===== config.mk =====
export PLATFORM = sky130hd
export DESIGN_NAME = univ_reg_counter_flat
export DESIGN_NICKNAME = d
export VERILOG_FILES = /design/src/rtl/univ_reg_counter_pkg.sv /design/src/rtl/univ_reg_counter_if.sv /design/src/rtl/univ_reg_counter_next.sv /design/src/rtl/univ_reg_counter.sv /design/src/flat_wrapper.sv
export SDC_FILE = /design/constraint.sdc
export NUM_CORES = 1
export LEC_CHECK = 0
export BUFFER_PORTS_ARGS = -buffer_cell sky130_fd_sc_hd__buf_2
export CAP_MARGIN = 15
export CORE_MARGIN = 2
export CORE_UTILIZATION = 48
export DETAILED_ROUTE_END_ITERATION = 16
export HOLD_SLACK_MARGIN = 0.06
export MAX_ROUTING_LAYER = met4
export PLACE_DENSITY_LB_ADDON = 0.25
export SLEW_MARGIN = 20
export SYNTH_ARGS = -nofsm -noshare
export SYNTH_HDL_FRONTEND = slang
export SYNTH_SLANG_ARGS = --single-unit

===== constraint.sdc =====
create_clock -name clock -period 1.7 [get_ports clock]
set_input_delay 0.34 -clock clock [delete_from_list [all_inputs] [get_ports clock]]
set_output_delay 0.34 -clock clock [all_outputs]
set_load 0.1 [all_outputs]

===== src/rtl/univ_reg_counter_pkg.sv =====
// Shared encodings and elaboration helpers for the universal register/counter.
package univ_reg_pkg;

  typedef enum logic [2:0] {
    MODE_HOLD = 3'd0,
    MODE_LOAD = 3'd1,
    MODE_SHL  = 3'd2,
    MODE_SHR  = 3'd3,
    MODE_UP   = 3'd4,
    MODE_DOWN = 3'd5,
    MODE_TGL  = 3'd6,
    MODE_ROTL = 3'd7
  } mode_e;

  // A modulus of 0 stands for the full 2**width range.
  function automatic longint unsigned eff_mod(input int width, input longint unsigned modulus);
    return (modulus == 64'd0) ? (64'd1 << width) : modulus;
  endfunction

endpackage


===== src/rtl/univ_reg_counter_if.sv =====
// Control/data bundle between a sequencer and one universal register/counter.
interface univ_reg_counter_if #(parameter int WIDTH = 8);
  import univ_reg_pkg::*;

  logic             pre;
  logic             en;
  mode_e            mode;
  logic [WIDTH-1:0] d;
  logic             ser_in;
  logic [WIDTH-1:0] q;
  logic [WIDTH-1:0] qp;
  logic             ser_out;
  logic             tc;
  logic             wrap;

  modport master (
    output pre, en, mode, d, ser_in,
    input  q, qp, ser_out, tc, wrap
  );

  modport slave (
    input  pre, en, mode, d, ser_in,
    output q, qp, ser_out, tc, wrap
  );

endinterface


===== src/rtl/univ_reg_counter_next.sv =====
// Combinational next-state, wrap and terminal-count logic; holds no state.
module univ_reg_next
  import univ_reg_pkg::*;
#(
  parameter int              WIDTH   = 8,
  parameter longint unsigned MODULUS = 0
) (
  input  logic [WIDTH-1:0] q,
  input  logic [WIDTH-1:0] d,
  input  logic             ser_in,
  input  mode_e            mode,
  input  logic             en,
  output logic [WIDTH-1:0] next_q,
  output logic             wrap_next,
  output logic             tc
);

  localparam longint unsigned M_EFF    = eff_mod(WIDTH, MODULUS);
  localparam longint unsigned M_LAST_L = M_EFF - 64'd1;
  localparam logic [WIDTH-1:0] M_LAST  = M_LAST_L[WIDTH-1:0];

  logic out_of_range;
  assign out_of_range = ({{(64-WIDTH){1'b0}}, q} >= M_EFF);

  always_comb begin
    next_q    = q;
    wrap_next = 1'b0;
    tc        = 1'b0;
    if (en) begin
      case (mode)
        MODE_HOLD: next_q = q;
        MODE_LOAD: next_q = d;
        MODE_SHL:  next_q = {q[WIDTH-2:0], ser_in};
        MODE_SHR:  next_q = {ser_in, q[WIDTH-1:1]};
        MODE_UP: begin
          tc = (q == M_LAST);
          // Out-of-range values fold back to zero as if they had just wrapped.
          if (q >= M_LAST) begin
            next_q    = '0;
            wrap_next = 1'b1;
          end else begin
            next_q = q + WIDTH'(1);
          end
        end
        MODE_DOWN: begin
          tc = (q == '0);
          if (q == '0) begin
            next_q    = M_LAST;
            wrap_next = 1'b1;
          end else if (out_of_range) begin
            next_q = M_LAST;
          end else begin
            next_q = q - WIDTH'(1);
          end
        end
        MODE_TGL:  next_q = q ^ d;
        MODE_ROTL: next_q = {q[WIDTH-2:0], q[WIDTH-1]};
        default:   next_q = q;
      endcase
    end
  end

endmodule


===== src/rtl/univ_reg_counter.sv =====
// Universal register/counter: q/wrap registers with clr/pre priority over the next-state logic.
module univ_reg_counter
  import univ_reg_pkg::*;
#(
  parameter int               WIDTH      = 8,
  parameter longint unsigned  MODULUS    = 0,
  parameter logic [WIDTH-1:0] PRESET_VAL = '1
) (
  input logic                clock,
  input logic                clr,
  univ_reg_counter_if.slave  bus
);

  logic [WIDTH-1:0] q_r;
  logic             wrap_r;
  logic [WIDTH-1:0] next_q;
  logic             wrap_next;
  logic             tc;

  univ_reg_next #(
    .WIDTH   (WIDTH),
    .MODULUS (MODULUS)
  ) u_next (
    .q         (q_r),
    .d         (bus.d),
    .ser_in    (bus.ser_in),
    .mode      (bus.mode),
    .en        (bus.en),
    .next_q    (next_q),
    .wrap_next (wrap_next),
    .tc        (tc)
  );

  always_ff @(posedge clock or posedge clr) begin
    if (clr) begin
      q_r    <= '0;
      wrap_r <= 1'b0;
    end else if (bus.pre) begin
      q_r    <= PRESET_VAL;
      wrap_r <= 1'b0;
    end else begin
      q_r    <= next_q;
      wrap_r <= wrap_next;
    end
  end

  assign bus.q       = q_r;
  assign bus.qp      = ~q_r;
  assign bus.ser_out = (bus.mode == MODE_SHL) ? q_r[WIDTH-1] : q_r[0];
  assign bus.tc      = tc;
  assign bus.wrap    = wrap_r;

endmodule


===== src/flat_wrapper.sv =====
// flat-port wrapper written by rule: the top's interface ports become plain ports
module univ_reg_counter_flat import univ_reg_pkg::*;
#(
  parameter int               WIDTH      = 8,
  parameter longint unsigned  MODULUS    = 0,
  parameter logic [WIDTH-1:0] PRESET_VAL = '1
)
  (clock, clr, bus_pre, bus_en, bus_mode, bus_d, bus_ser_in, bus_q, bus_qp, bus_ser_out, bus_tc, bus_wrap);
  univ_reg_counter_if #(.WIDTH(WIDTH)) bus_i ();
  input logic clock;
  input logic clr;
  input wire logic [$bits(bus_i.pre)-1:0] bus_pre;
  input wire logic [$bits(bus_i.en)-1:0] bus_en;
  input wire logic [$bits(bus_i.mode)-1:0] bus_mode;
  input wire logic [$bits(bus_i.d)-1:0] bus_d;
  input wire logic [$bits(bus_i.ser_in)-1:0] bus_ser_in;
  output wire logic [$bits(bus_i.q)-1:0] bus_q;
  output wire logic [$bits(bus_i.qp)-1:0] bus_qp;
  output wire logic [$bits(bus_i.ser_out)-1:0] bus_ser_out;
  output wire logic [$bits(bus_i.tc)-1:0] bus_tc;
  output wire logic [$bits(bus_i.wrap)-1:0] bus_wrap;
  assign bus_i.pre = bus_pre;
  assign bus_i.en = bus_en;
  assign bus_i.mode = bus_mode;
  assign bus_i.d = bus_d;
  assign bus_i.ser_in = bus_ser_in;
  assign bus_q = bus_i.q;
  assign bus_qp = bus_i.qp;
  assign bus_ser_out = bus_i.ser_out;
  assign bus_tc = bus_i.tc;
  assign bus_wrap = bus_i.wrap;
  univ_reg_counter #(.WIDTH(WIDTH), .MODULUS(MODULUS), .PRESET_VAL(PRESET_VAL)) u_core (.clock(clock), .clr(clr), .bus(bus_i));
endmodule

**Word-level counts from Yosys, hierarchy flattened**

Index checks and enable logic that the tools add are counted.

- Register bits after elaboration: 9
- Bits of input ports: 16
- Output and inout bits: 19
- Logic and storage cells: 33

- Add/sub/neg operators: 2
- $lt $le $gt $ge: 1
- Equality and inequality tests: 9
- Mux-type cells: 13
- Bitwise logic cells: 2
- Reduce and logical (&&, ||, !) cells: 4

Operators by type and width:

| cell | count |
|---|---|
| 8-bit case mux with 7 select lines | 1 |
| 8-bit 2-to-1 mux | 4 |
| 3-bit == test, second input constant | 4 |
| 8-bit by 1-bit adder with 8-bit output, second input constant | 1 |
| 8-bit == test, second input constant | 1 |
| 8-bit greater-or-equal comparator, second input constant | 1 |
| 8-bit logical NOT | 1 |
| 8-bit inverter | 1 |
| 8-bit by 1-bit subtractor with 8-bit output, second input constant | 1 |
| 8-bit bitwise XOR | 1 |
| 3-bit by 2-bit == test with 1-bit output, second input constant | 2 |
| 1-bit 2-to-1 mux | 6 |
| 1-bit case mux with 2 select lines | 2 |
| 3-bit by 1-bit == test with 1-bit output, second input constant | 1 |
| 3-bit logical NOT | 1 |
| 2-bit != test, second input constant | 1 |
| 2-bit AND reduction | 1 |
| 2-bit nonzero test | 1 |

**Longest topological paths before layout**

Gate-level depths: netlist of run 1.

- Depth after elaboration: 5
- Mapped depth: 8
- Depth with buffers taken out: 7

**Hierarchy**

A second synthesis of run 1 with hierarchy kept.

- Cells, all modules: 196
- Area total of the unflattened synthesis: 1,395.1 um^2

By module, submodules not included:

| module | times used | cells each | area each (um^2) | seq. area each (um^2) |
|---|---|---|---|---|
| univ_reg_next | 1 | 167 | 1,057.3 | 0.0 |
| univ_reg_counter | 1 | 29 | 337.8 | 225.2 |

**Worst setup path before layout of run 1**

OpenSTA, ideal clock, no wires.

- Path type: register to output
- Start: register u_core.q_r[0] (netlist: u_core.bus.q[0])
- End: output port bus_ser_out
- Data arrival time: 3,659 ps
- Required time: 1,360 ps
- Setup slack: -2,299 ps
- Cell stages (with the launch flop): 4
- Buffers on the path: 1
- Cell sequence: dfrtp_1 > buf_4 > inv_2 > o21ai_0

- Cells in the longest elaborated chain, start to end: 1

Ends and longest elaborated chain:

| element | RTL line | text |
|---|---|---|
| start: declaration | univ_reg_counter.sv:14 | `logic [WIDTH-1:0] q_r;` |
| start signal: assignment | univ_reg_counter.sv:42 | `q_r <= next_q;` |
| 1-bit 2-to-1 mux | univ_reg_counter.sv:49 | `assign bus.ser_out = (bus.mode == MODE_SHL) ? q_r[WIDTH-1] : q_r[0];` |
| end: declaration | flat_wrapper.sv:19 | `output wire logic [$bits(bus_i.ser_out)-1:0] bus_ser_out;` |

No other way between the ends.

**Worst setup path after layout of run 1**

- Start: register u_core.q_r[5] (netlist: u_core.bus.q[5])
- End: output port bus_tc

- Cells in the longest elaborated chain, start to end: 3
- Elaborated cells on any way between the ends: 4
- Classes of those cells: eq/ne: 1; mux: 2; reduce/logical: 1

Ends and longest elaborated chain:

| element | RTL line | text |
|---|---|---|
| 8-bit == test or 8-bit logical NOT (tied branches) | univ_reg_counter_next.sv:36, univ_reg_counter_next.sv:46 |  |
| 1-bit case mux with 2 select lines * | univ_reg_counter_next.sv:30 | `case (mode)` |
| 1-bit 2-to-1 mux * | univ_reg_counter_next.sv:29 | `if (en) begin` |
| end: declaration | flat_wrapper.sv:20 | `output wire logic [$bits(bus_i.tc)-1:0] bus_tc;` |

Mark *: on every way between the ends. The rest lies on a longest branch, timed or not.

==> impl_summary.log, run 1 <==
[metrics] Max FO, Critical Path: 2
[metrics] Max rail drop VDD: 670 uV
[metrics] FF-to-FF Start: u_core.bus.q[1]
[metrics] standby leakage power: 0.000971 uW
[metrics] data arrival time of the worst path: 1.94 ns
[metrics] GP Congestion: 0.972
[metrics] worst clock skew: 0.00671 ns
[metrics] post-placement worst setup slack: -0.170 ns
[metrics] number of antenna violations at the first check in global routing: 0
[metrics] synthesized area per cell: 7.57 um^2
[metrics] EDFF count, synth: 0
[metrics] root buf cell: clkbuf_4
[metrics] number of library cell types mapped by synthesis: 51
[metrics] critical path capture point type: primary output
[metrics] adder-cell area share of the yosys netlist: 2.90%
[metrics] Yosys reg bits: 9
[metrics] number of rows created at floorplan: 18
[metrics] HP Start: bus_d[6]
[metrics] final setup margin: -0.580 ns
[metrics] total of warnings raised by yosys: 0
[metrics] commonest cells in the synthesized netlist: nand2_1, o21ai_0, xnor2_1, nor2_1, dfrtp_1
[metrics] gate count of the mapped netlist: 171
[metrics] crit path max-delay cell type: dfrtp_4
[metrics] utilization after layout: 93.8%
[metrics] area share of the largest cell type after synthesis: 17.4%
[metrics] Layout area overhead: 82.8%
[metrics] result of the run: finished, violations left
[metrics] count of input and output buffers: 34
[metrics] Synth Area in XOR/XNOR: 8.80%
[metrics] number of nets in the synthesized netlist: 190
[metrics] effective utilization at floorplan: 51.3%
[metrics] sequential-to-total area share from yosys stat: 17.4%
[metrics] buffers from clock root to sink, at most: 2
[metrics] clk sink count: 9
[metrics] final clock period utilization by the worst path: 134%
[metrics] first-pass GRT wire length: 8870 um
[metrics] sum of net half-perimeters after detailed placement: 3720 um
[metrics] pwr dens: 676 mW/mm^2
[metrics] remaining max-slew budget at the tightest pin: 66.1%
[metrics] Final Setup Violations: 15
[metrics] routed len/inst: 26.3 um
[metrics] die width: 55.9 um
[metrics] final wirelength: 7450 um
[metrics] worst min-delay path class: input pin to register
[metrics] share of cell area taken by muxes after synthesis: 3.09%
[metrics] ratio of routed vias to standard cells: 7.18
[metrics] Pins Over Slew Limit: 0
[metrics] remaining antenna violation count: 0
[metrics] cells along the critical path: nor3_1 > and4_4 > nand2_2 > and2_4 > nor2b_4 > buf_12
[metrics] share of flip-flops with an asynchronous set or reset after synthesis: 100%
[metrics] IO Count: 35
[metrics] setup repair after global routing missed its margin: true
[metrics] CP required: 1.36 ns
[metrics] vias in the first global route: 1745
[metrics] # fillers: 72
[metrics] violations in the final reports: negative setup slack
[metrics] Setup crit start: u_core.bus.q[5]
[metrics] final worst path period need: 2.28 ns
[metrics] cell area after synthesis: 0.00129 mm^2
[metrics] die height: 55.9 um
[metrics] Layout Cells excl Fill: 283
[metrics] fmax: 439 MHz
[metrics] number of clock buffers inserted by TritonCTS: 3
[metrics] maximum number of pins on one net before global-route repair: 17
[metrics] clock tree from TritonCTS: built
[metrics] Worst Setup Start Kind: register
[metrics] leading cell types by total area after synthesis: dfrtp_1, xnor2_1, o21ai_0
[metrics] number of search-and-repair iterations in the first detailed-routing pass: 7
[metrics] compound-gate portion of the synthesized area: 30.9%
[metrics] clk_lat worst skew: 0.30 ns
[metrics] Ant. Diodes: 0
[metrics] number of nets in the final layout: 273
[metrics] Most used DFF post-synth: dfrtp_1
[metrics] Slew @ Worst Pin: 0.501 ns
[metrics] Critical Path Max Stage Delay: 0.50 ns
[metrics] total power: 1600 uW
[metrics] sum of overflow across all layers after global routing: 0
[metrics] worst setup path class: register to primary output
[metrics] all-layer global routing usage: 37.8%
[metrics] die outline area: 0.00313 mm^2
[metrics] share of post-route cells with drive strength above 1: 58.1%
[metrics] number of H-tree levels: 1
[metrics] library cell occupying the most area in the post-synthesis netlist: dfrtp_1
[metrics] clock-pin slew on the worst setup and hold paths: 0.08 ns
[metrics] combinational family with the most area after synthesis: compound AO/OA/AOI/OAI gates
[metrics] core area: 0.00252 mm^2
[metrics] Cells after DPL: 266
[metrics] total via count in the routed design: 2031
[metrics] maxcap violations: 0
[metrics] DRC violation count after routing: 0
[metrics] drt initial violations: 307
[metrics] Hold Vio Cnt, Final: 0
[metrics] synthesized-area fraction occupied by and/or/nand/nor cells: 26.5%
report_power, final:
| part | leakage (uW) | internal [uW] | switching (uW) |
|---|---|---|---|
| combinational | 0.000866 | 428 | 698 |
| clock | 0.0000150 | 91.6 | 112 |
| sequential | 0.0000896 | 240 | 29.4 |
placed cells by master (no fill, tap or decap), types with 5 or more instances in the layout:
master      Yosys  final
a31oi_1         5      5
buf_12          0     12
buf_2           5     22
buf_4           8     45
buf_6           1     12
clkinvlp_4      0      5
dfrtp_4         0      7
nand2_1        17     15
nor2_1         10      8
o21ai_0        17     10
o21ai_1         0      5
xnor2_1        11     11
path summary, 6_finish.rpt:
kind,to,slack [ns],depth (start not counted)
min,u_core.bus.q[6],0.47,3
max,bus_tc,-0.58,6
max reg2reg,u_core.bus.q[7],-0.52,7
min reg2reg,u_core.bus.q[6],0.80,3
min in group asynchronous,u_core.bus.wrap,0.61,3
max in group asynchronous,u_core.bus.q[1],0.74,3
layer usage:
layer / GRT usage (%) / vias up / share of wire, %
met5: - / - / 0
li1: - / 793 / -
met2: 62.1 / 233 / 46
met1: 45.2 / 919 / 32
met3: 4.88 / 86 / 13
met4: 19.7 / 0 / 9.4
final cells by class:
type	count	area [um^2]	share of cell area (%)
clock buffer	4	26.3	1.11
inverter	10	91.3	3.86
multi-input combinational	138	1120	47.5
sequential	9	253	10.7
tap	30	37.5	1.59
timing repair buffer	92	833	35.2
worst max-delay path, delay by kind of cell (launching register included):
| kind | cells | cell delay (ns) |
|---|---|---|
| and+or+nand+nor | 5 | 0.95 |
| DFF | 1 | 0.50 |
| buffers and inverters | 1 | 0.19 |
cell families after synthesis:
kind of cell	after synthesis
AOI/OAI and AO/OA	59
and+or+nand+nor	59
DFF	9
buffers and inverters	24
xor gates and xnor gates	13
adders and majority gates	3
muxes	4
what timing repair did:
action	4_1_cts	5_1_grt
pin swaps	14	16
resized for setup	24	24
setup buffers	7	8
endpoints found under the setup margin	9	11
endpoints found under the hold margin	9	0
hold buffers	1	0
state kept, by name, indices dropped and copies added, names as in the netlist:
name,count
u_core.bus.wrap,1
u_core.bus.q,8
metrics by stage:
| stage | cell area (um^2) | hold WS [ns] | TNS (ns) |
|---|---|---|---|
| 2_1_floorplan | 1440 | 0.168 | -3.64 |
| 3_3_place_gp | 2040 | 0.318 | -0.375 |
| 3_5_place_dp | 2040 | 0.324 | -0.674 |
| 4_1_cts | 2220 | 0.430 | -0.912 |
| 5_1_grt | 2360 | 0.465 | -2.38 |
| 6_report | 2360 | 0.466 | -1.98 |
(Power assumes the default switching activity.)
==> run 2, diff against run 1 <==
- ABC_AREA: not set -> 1
==> run 2 against run 1 <==
  * The run still ends with negative setup slack left
  * Core utilization shrank 13 points
  * First-iteration DRC count shrank 56%
  * Non-clock buffer count shrank 27
  * Critical path type unchanged
  * Largest power group unchanged
==> impl_summary.log, run 2 <==
[metrics] share of flip-flops with an asynchronous set or reset after synthesis: 100%
[metrics] Yosys reg bits: 9
[metrics] final setup margin: -0.218 ns
[metrics] effective utilization at floorplan: 51.5%
[metrics] number of library cell types mapped by synthesis: 27
[metrics] area share of the largest cell type after synthesis: 20.1%
[metrics] die outline area: 0.00311 mm^2
[metrics] EDFF count, synth: 0
[metrics] Max FO, Critical Path: 4
[metrics] Sw Share: 54.0%
[metrics] number of nets in the synthesized netlist: 253
[metrics] register area: 253 um^2
[metrics] buffers and inverters on the worst path: 2
[metrics] root buf cell: clkbuf_4
[metrics] standby leakage power: 0.000971 uW
[metrics] drt initial violations: 136
[metrics] Synth Area in XOR/XNOR: 3.40%
[metrics] sum of net half-perimeters after detailed placement: 3740 um
[metrics] Final Setup Violations: 1
[metrics] pwr dens: 744 mW/mm^2
[metrics] crit path max-delay cell type: dfrtp_4
[metrics] depth of the worst register-to-register path: 11
[metrics] leading cell types by total area after synthesis: nand2_1, dfrtp_1, nand3_1
[metrics] dpl cell area: 0.00192 mm^2
[metrics] first-pass GRT wire length: 7920 um
[metrics] crit-path most repeated cell: nand2_2
[metrics] NetSw: 813 uW
[metrics] Worst Hold Path Cells: 5
[metrics] maximum number of pins on one net before global-route repair: 15
[metrics] number of clock buffers inserted by TritonCTS: 3
[metrics] count of input and output buffers: 34
[metrics] clock-pin slew on the worst setup and hold paths: 0.06 ns
[metrics] CP required: 1.36 ns
[metrics] flip-flop count of the largest register, all copies and words added: 8
[metrics] fmax: 521 MHz
[metrics] synthesized area per cell: 5.50 um^2
[metrics] worst clock skew: 0.00155 ns
[metrics] kind of cell with the highest combined delay on the critical path: flip-flops
[metrics] number of antenna violations at the first check in global routing: 0
[metrics] sequential share of power: 18.2%
[metrics] number of rows created at floorplan: 18
[metrics] Critical Path Max Stage Delay: 0.50 ns
[metrics] final worst path period need: 1.92 ns
[metrics] clk_lat worst skew: 0.26 ns
[metrics] compound-gate portion of the synthesized area: 8.26%
[metrics] final wirelength: 4760 um
[metrics] DRC violation count after routing: 0
[metrics] share of cell area taken by muxes after synthesis: 0%
[metrics] Most used DFF post-synth: dfrtp_1
[metrics] remaining antenna violation count: 0
[metrics] final clock period utilization by the worst path: 113%
[metrics] cells along the critical path: clkinvlp_4 > ha_4 > nand2_2 > nor2_4 > nand2_2 > a21boi_4 > buf_12
[metrics] area of the multi-input gates: 992 um^2
[metrics] share of post-route cells with drive strength above 1: 38.2%
[metrics] adder-cell area share of the yosys netlist: 2.92%
[metrics] worst min-delay path class: input pin to register
[metrics] number of H-tree levels: 1
[metrics] setup repair after global routing missed its margin: true
[metrics] GP Congestion: 1.03
[metrics] vias in the first global route: 1686
[metrics] number of search-and-repair iterations in the first detailed-routing pass: 5
[metrics] most frequent cells in the layout: nand2_1, nor2_1, nand3_1
[metrics] post-placement worst setup slack: 0.0121 ns
[metrics] maxcap violations: 0
[metrics] IO Count: 35
[metrics] sum of overflow across all layers after global routing: 0
[metrics] clock tree from TritonCTS: built
[metrics] number of nets in the final layout: 316
[metrics] cell area after synthesis: 0.00129 mm^2
[metrics] routed len/inst: 14.6 um
[metrics] total of warnings raised by yosys: 0
[metrics] # fillers: 178
[metrics] remaining max-slew budget at the tightest pin: 67.0%
[metrics] clock group share of total power: 10.7%
[metrics] Pins Over Slew Limit: 0
[metrics] Ant. Diodes: 0
[metrics] Layout area overhead: 57.4%
[metrics] worst setup path class: register to primary output
[metrics] CP Depth: 7
[metrics] Hold Vio Cnt, Final: 0
[metrics] utilization after layout: 81.1%
[metrics] die height: 55.8 um
[metrics] combinational family with the most area after synthesis: simple AND/OR/NAND/NOR gates
[metrics] Max rail drop VDD: 931 uV
[metrics] leading cell type in the layout, fill and taps excluded: nand2_1
[metrics] data arrival time of the worst path: 1.58 ns
[metrics] Slew @ Worst Pin: 0.499 ns
[metrics] ratio of routed vias to standard cells: 5.56
[metrics] die width: 55.8 um
[metrics] Finished Cell Area: 0.00203 mm^2
[metrics] all-layer global routing usage: 32.7%
[metrics] gate count of the mapped netlist: 234
[metrics] sequential-to-total area share from yosys stat: 17.5%
[metrics] core area: 0.00250 mm^2
[metrics] Pint: 694 uW
[metrics] buffers from clock root to sink, at most: 2
[metrics] total via count in the routed design: 1814
[metrics] commonest cells in the synthesized netlist: nand2_1, nor2_1, nand3_1, inv_1
[metrics] violations in the final reports: negative setup slack
[metrics] most frequently used cell type in the post-synthesis netlist: nand2_1
[metrics] clk sink count: 9
[metrics] result of the run: finished, violations left
[metrics] synthesized-area fraction occupied by and/or/nand/nor cells: 55.8%
[metrics] Comb power frac: 71.1%
[metrics] Worst Setup Start Kind: register
[metrics] critical path capture point type: primary output
[metrics] library cell occupying the most area in the post-synthesis netlist: nand2_1
==> run 2: cell types whose count changed in the layout (fill, tap and decap cells not counted), moves of 5 or more <==
cell,before,now
a31oi_1,5,0
buf_4,45,28
buf_6,12,2
inv_1,2,17
inv_2,0,5
nand2_1,15,66
nand3_1,4,32
nand4_1,2,9
nor2_1,8,35
o21ai_0,10,1
xnor2_1,11,3
==> run 2: what timing repair did <==
item,in CTS,in global routing
hold buffers,1,0
setup buffers,5,1
endpoints found under the hold margin,9,0
setup endpoints to repair,3,7
gates resized for setup,3,5
pin swaps,2,2
==> run 2: cell type report <==
type	count	share of cell area [%]
repair buffers	65	28.5
well taps	30	1.85
inverters	30	6.91
clock buffers	4	1.30
flip-flops and latches	9	12.5
multi-input cells	188	49.0
==> run 2: path summary, 6_finish.rpt <==
| check | startpoint | slack, ns | end |
|---|---|---|---|
| max in group asynchronous | clr | 0.81 | u_core.bus.q[4] |
| min in group asynchronous | clr | 0.60 | u_core.bus.q[1] |
| worst min-delay path | bus_d[7] | 0.45 | u_core.bus.q[7] |
| worst max-delay path | u_core.bus.q[1] | -0.22 | bus_tc |
| worst max register to register | u_core.bus.q[3] | 0.09 | u_core.bus.q[3] |
| worst min register to register | u_core.bus.q[6] | 0.74 | u_core.bus.q[6] |
==> run 2: per-stage QoR <==
step	hold WS, ns	setup TNS, ns	std cells	total power (uW)
CTS	0.433	-0.217	325	1490
finish	0.447	-0.218	326	1510
global route	0.455	-0.375	326	1580
global placement	0.306	0	315	1290
floorplan	0.168	-6.32	234	963
detailed placement	0.319	0	315	1300
==> run 2: power by group through the flow <==
stage / clock (uW) / sequential (uW) / combinational (uW)
detailed placement: 0 / 278 / 1020
floorplan: 0 / 434 / 529
global placement: 0 / 277 / 1010
global route: 176 / 278 / 1130
CTS: 165 / 273 / 1050
finish: 162 / 275 / 1070
==> run 2: layer usage <==
metal | vias to the layer above | global-route usage [%] | wire [um]
li1 | 875 | - | -
met1 | 801 | 40.9 | 1860
met2 | 109 | 54.9 | 2260
met3 | 29 | 3.26 | 421
met4 | 0 | 11.1 | 221
met5 | - | - | 0
==> run 2: tightest hold or removal path: stages <==
cell,delay [ns]
buf_2,0.09
a21oi_1,0.06
nand3_1,0.09
nand2_1,0.05
inv_1,0.04
==> run 2: cells by family after synthesis <==
logic type | Yosys count
xor gates and xnor gates | 5
and+or+nand+nor | 162
adders and majority gates | 3
DFF | 9
AOI/OAI and AO/OA | 18
buffers and inverters | 37
==> run 3, diff against run 2 <==
- CORE_MARGIN: 2 -> 1
- CORE_UTILIZATION: 48 -> 23
- MAX_ROUTING_LAYER: met4 -> not set
==> run 3 against run 2 <==
  * Die area up 90%
  * Sequential share of layout area down 0.74 points
  * The run still ends with negative setup slack left
  * Global-route usage down 15 points
==> impl_summary.log, run 3 (synthesis results as in run 2) <==
[metrics] flip-flop count of the largest register, all copies and words added: 8
[metrics] standby leakage power: 0.000985 uW
[metrics] data arrival time of the worst path: 1.54 ns
[metrics] hold buffers post-CTS: 0
[metrics] drt initial violations: 132
[metrics] leading cell type in the layout, fill and taps excluded: nand2_1
[metrics] number of nets in the final layout: 313
[metrics] post-placement worst setup slack: -0.0174 ns
[metrics] first-pass GRT wire length: 8340 um
[metrics] IO Count: 35
[metrics] violations in the final reports: negative setup slack
[metrics] root buf cell: clkbuf_8
[metrics] Layout area overhead: 67.3%
[metrics] Worst Setup Start Kind: register
[metrics] number of antenna violations at the first check in global routing: 0
[metrics] clk_lat worst skew: 0.23 ns
[metrics] number of rows created at floorplan: 26
[metrics] maximum number of pins on one net before global-route repair: 15
[metrics] vias in the first global route: 1660
[metrics] Slew @ Worst Pin: 0.490 ns
[metrics] sum of overflow across all layers after global routing: 0
[metrics] die outline area: 0.00590 mm^2
[metrics] total via count in the routed design: 1710
[metrics] Max rail drop VDD: 346 uV
[metrics] Final Setup Violations: 2
[metrics] share of post-route cells with drive strength above 1: 40.6%
[metrics] routed len/inst: 14.2 um
[metrics] all-layer global routing usage: 18.0%
[metrics] die height: 76.8 um
[metrics] result of the run: finished, violations left
[metrics] pwr dens: 758 mW/mm^2
[metrics] maxcap violations: 0
[metrics] remaining antenna violation count: 0
[metrics] effective utilization at floorplan: 24.6%
[metrics] sum of net half-perimeters after detailed placement: 4020 um
[metrics] CP required: 1.36 ns
[metrics] most frequent cells in the layout: nand2_1, nor2_1, nand3_1
[metrics] buffers from clock root to sink, at most: 2
[metrics] clk sink count: 9
[metrics] worst clock skew: 0.00238 ns
[metrics] number of H-tree levels: 1
[metrics] clock-pin slew on the worst setup and hold paths: 0.05 ns
[metrics] clock tree from TritonCTS: built
[metrics] final wirelength: 5150 um
[metrics] DRC violation count after routing: 0
[metrics] remaining max-slew budget at the tightest pin: 67.5%
[metrics] core area: 0.00524 mm^2
[metrics] die width: 76.8 um
[metrics] final setup margin: -0.184 ns
[metrics] utilization after layout: 41.1%
[metrics] final worst path period need: 1.88 ns
[metrics] Hold Vio Cnt, Final: 0
[metrics] GP Congestion: 0.932
[metrics] setup repair after global routing missed its margin: true
[metrics] total power: 1630 uW
[metrics] worst setup path class: register to primary output
[metrics] worst min-delay path class: input pin to async pin
[metrics] number of clock buffers inserted by TritonCTS: 3
[metrics] fmax: 531 MHz
[metrics] critical path capture point type: primary output
[metrics] count of input and output buffers: 34
[metrics] ratio of routed vias to standard cells: 4.71
[metrics] Max FO, Critical Path: 4
[metrics] number of search-and-repair iterations in the first detailed-routing pass: 4
[metrics] Ant. Diodes: 0
[metrics] Pins Over Slew Limit: 0
[metrics] final clock period utilization by the worst path: 111%
-- run 3: routing by layer --
layer / part of all wire, % / wire length [um] / track usage (%) / vias up
li1: - / - / - / 871
met1: 46 / 2350 / 24.3 / 763
met2: 46 / 2360 / 29.3 / 71
met3: 7.1 / 366 / 2.98 / 5
met4: 1.3 / 69 / 5.00 / 0
met5: 0 / 0 / 0 / -
-- run 3: area by class of cell --
cell class              count  area [um^2]
flip-flops and latches      9          253
multi-input cells         188         1040
fillers                   560         3080
repair buffers             62          592
clock buffers               4         45.0
well taps                  70         87.6
inverters                  30          140
-- run 3: critical path, cell delays in order (launching register included) --
cell and delay [ns]:
dfrtp_4 0.46, ha_4 0.15, nand2_2 0.07, nor2_4 0.13
nand3_2 0.11, a21boi_4 0.20, buf_12 0.19
-- run 3: power by group --
group | internal (uW) | switching [uW]
logic | 372 | 724
clock network | 164 | 91.3
registers | 248 | 33.4
total | 784 | 848
-- run 3: per-stage QoR --
stage | TNS, ns | std cells | instance area, um^2 | hold WS [ns]
after CTS | -0.200 | 362 | 2090 | 0.0868
after global placement | -0.0275 | 353 | 1980 | 0.335
after floorplan | -6.32 | 234 | 1420 | 0.168
after global routing | -0.600 | 363 | 2150 | 0.102
after detailed placement | -0.0174 | 353 | 1980 | 0.337
final | -0.192 | 363 | 2150 | 0.0750
-- run 3: what timing repair did --
| item | 4_1_cts | 5_1_grt |
|---|---|---|
| endpoints found under the hold margin | 0 | 0 |
| pin swaps | 2 | 6 |
| setup buffers | 5 | 1 |
| resized for setup | 10 | 14 |
| endpoints found under the setup margin | 3 | 6 |
-- run 3: final timing paths --
| kind | start | slack [ns] | endpoint | depth (start not counted) |
|---|---|---|---|---|
| worst max-delay path | u_core.bus.q[0] | -0.18 | bus_tc | 6 |
| worst min-delay path | clr | 0.08 | u_core.bus.wrap | 2 |
| worst max register to register | u_core.bus.q[1] | -0.01 | u_core.bus.q[7] | 13 |
| worst min register to register | u_core.bus.q[4] | 0.64 | u_core.bus.q[4] | 2 |
| max in group asynchronous | clr | 1.31 | u_core.bus.q[7] | 2 |
| min in group clock | bus_pre | 0.43 | u_core.bus.q[4] | 3 |
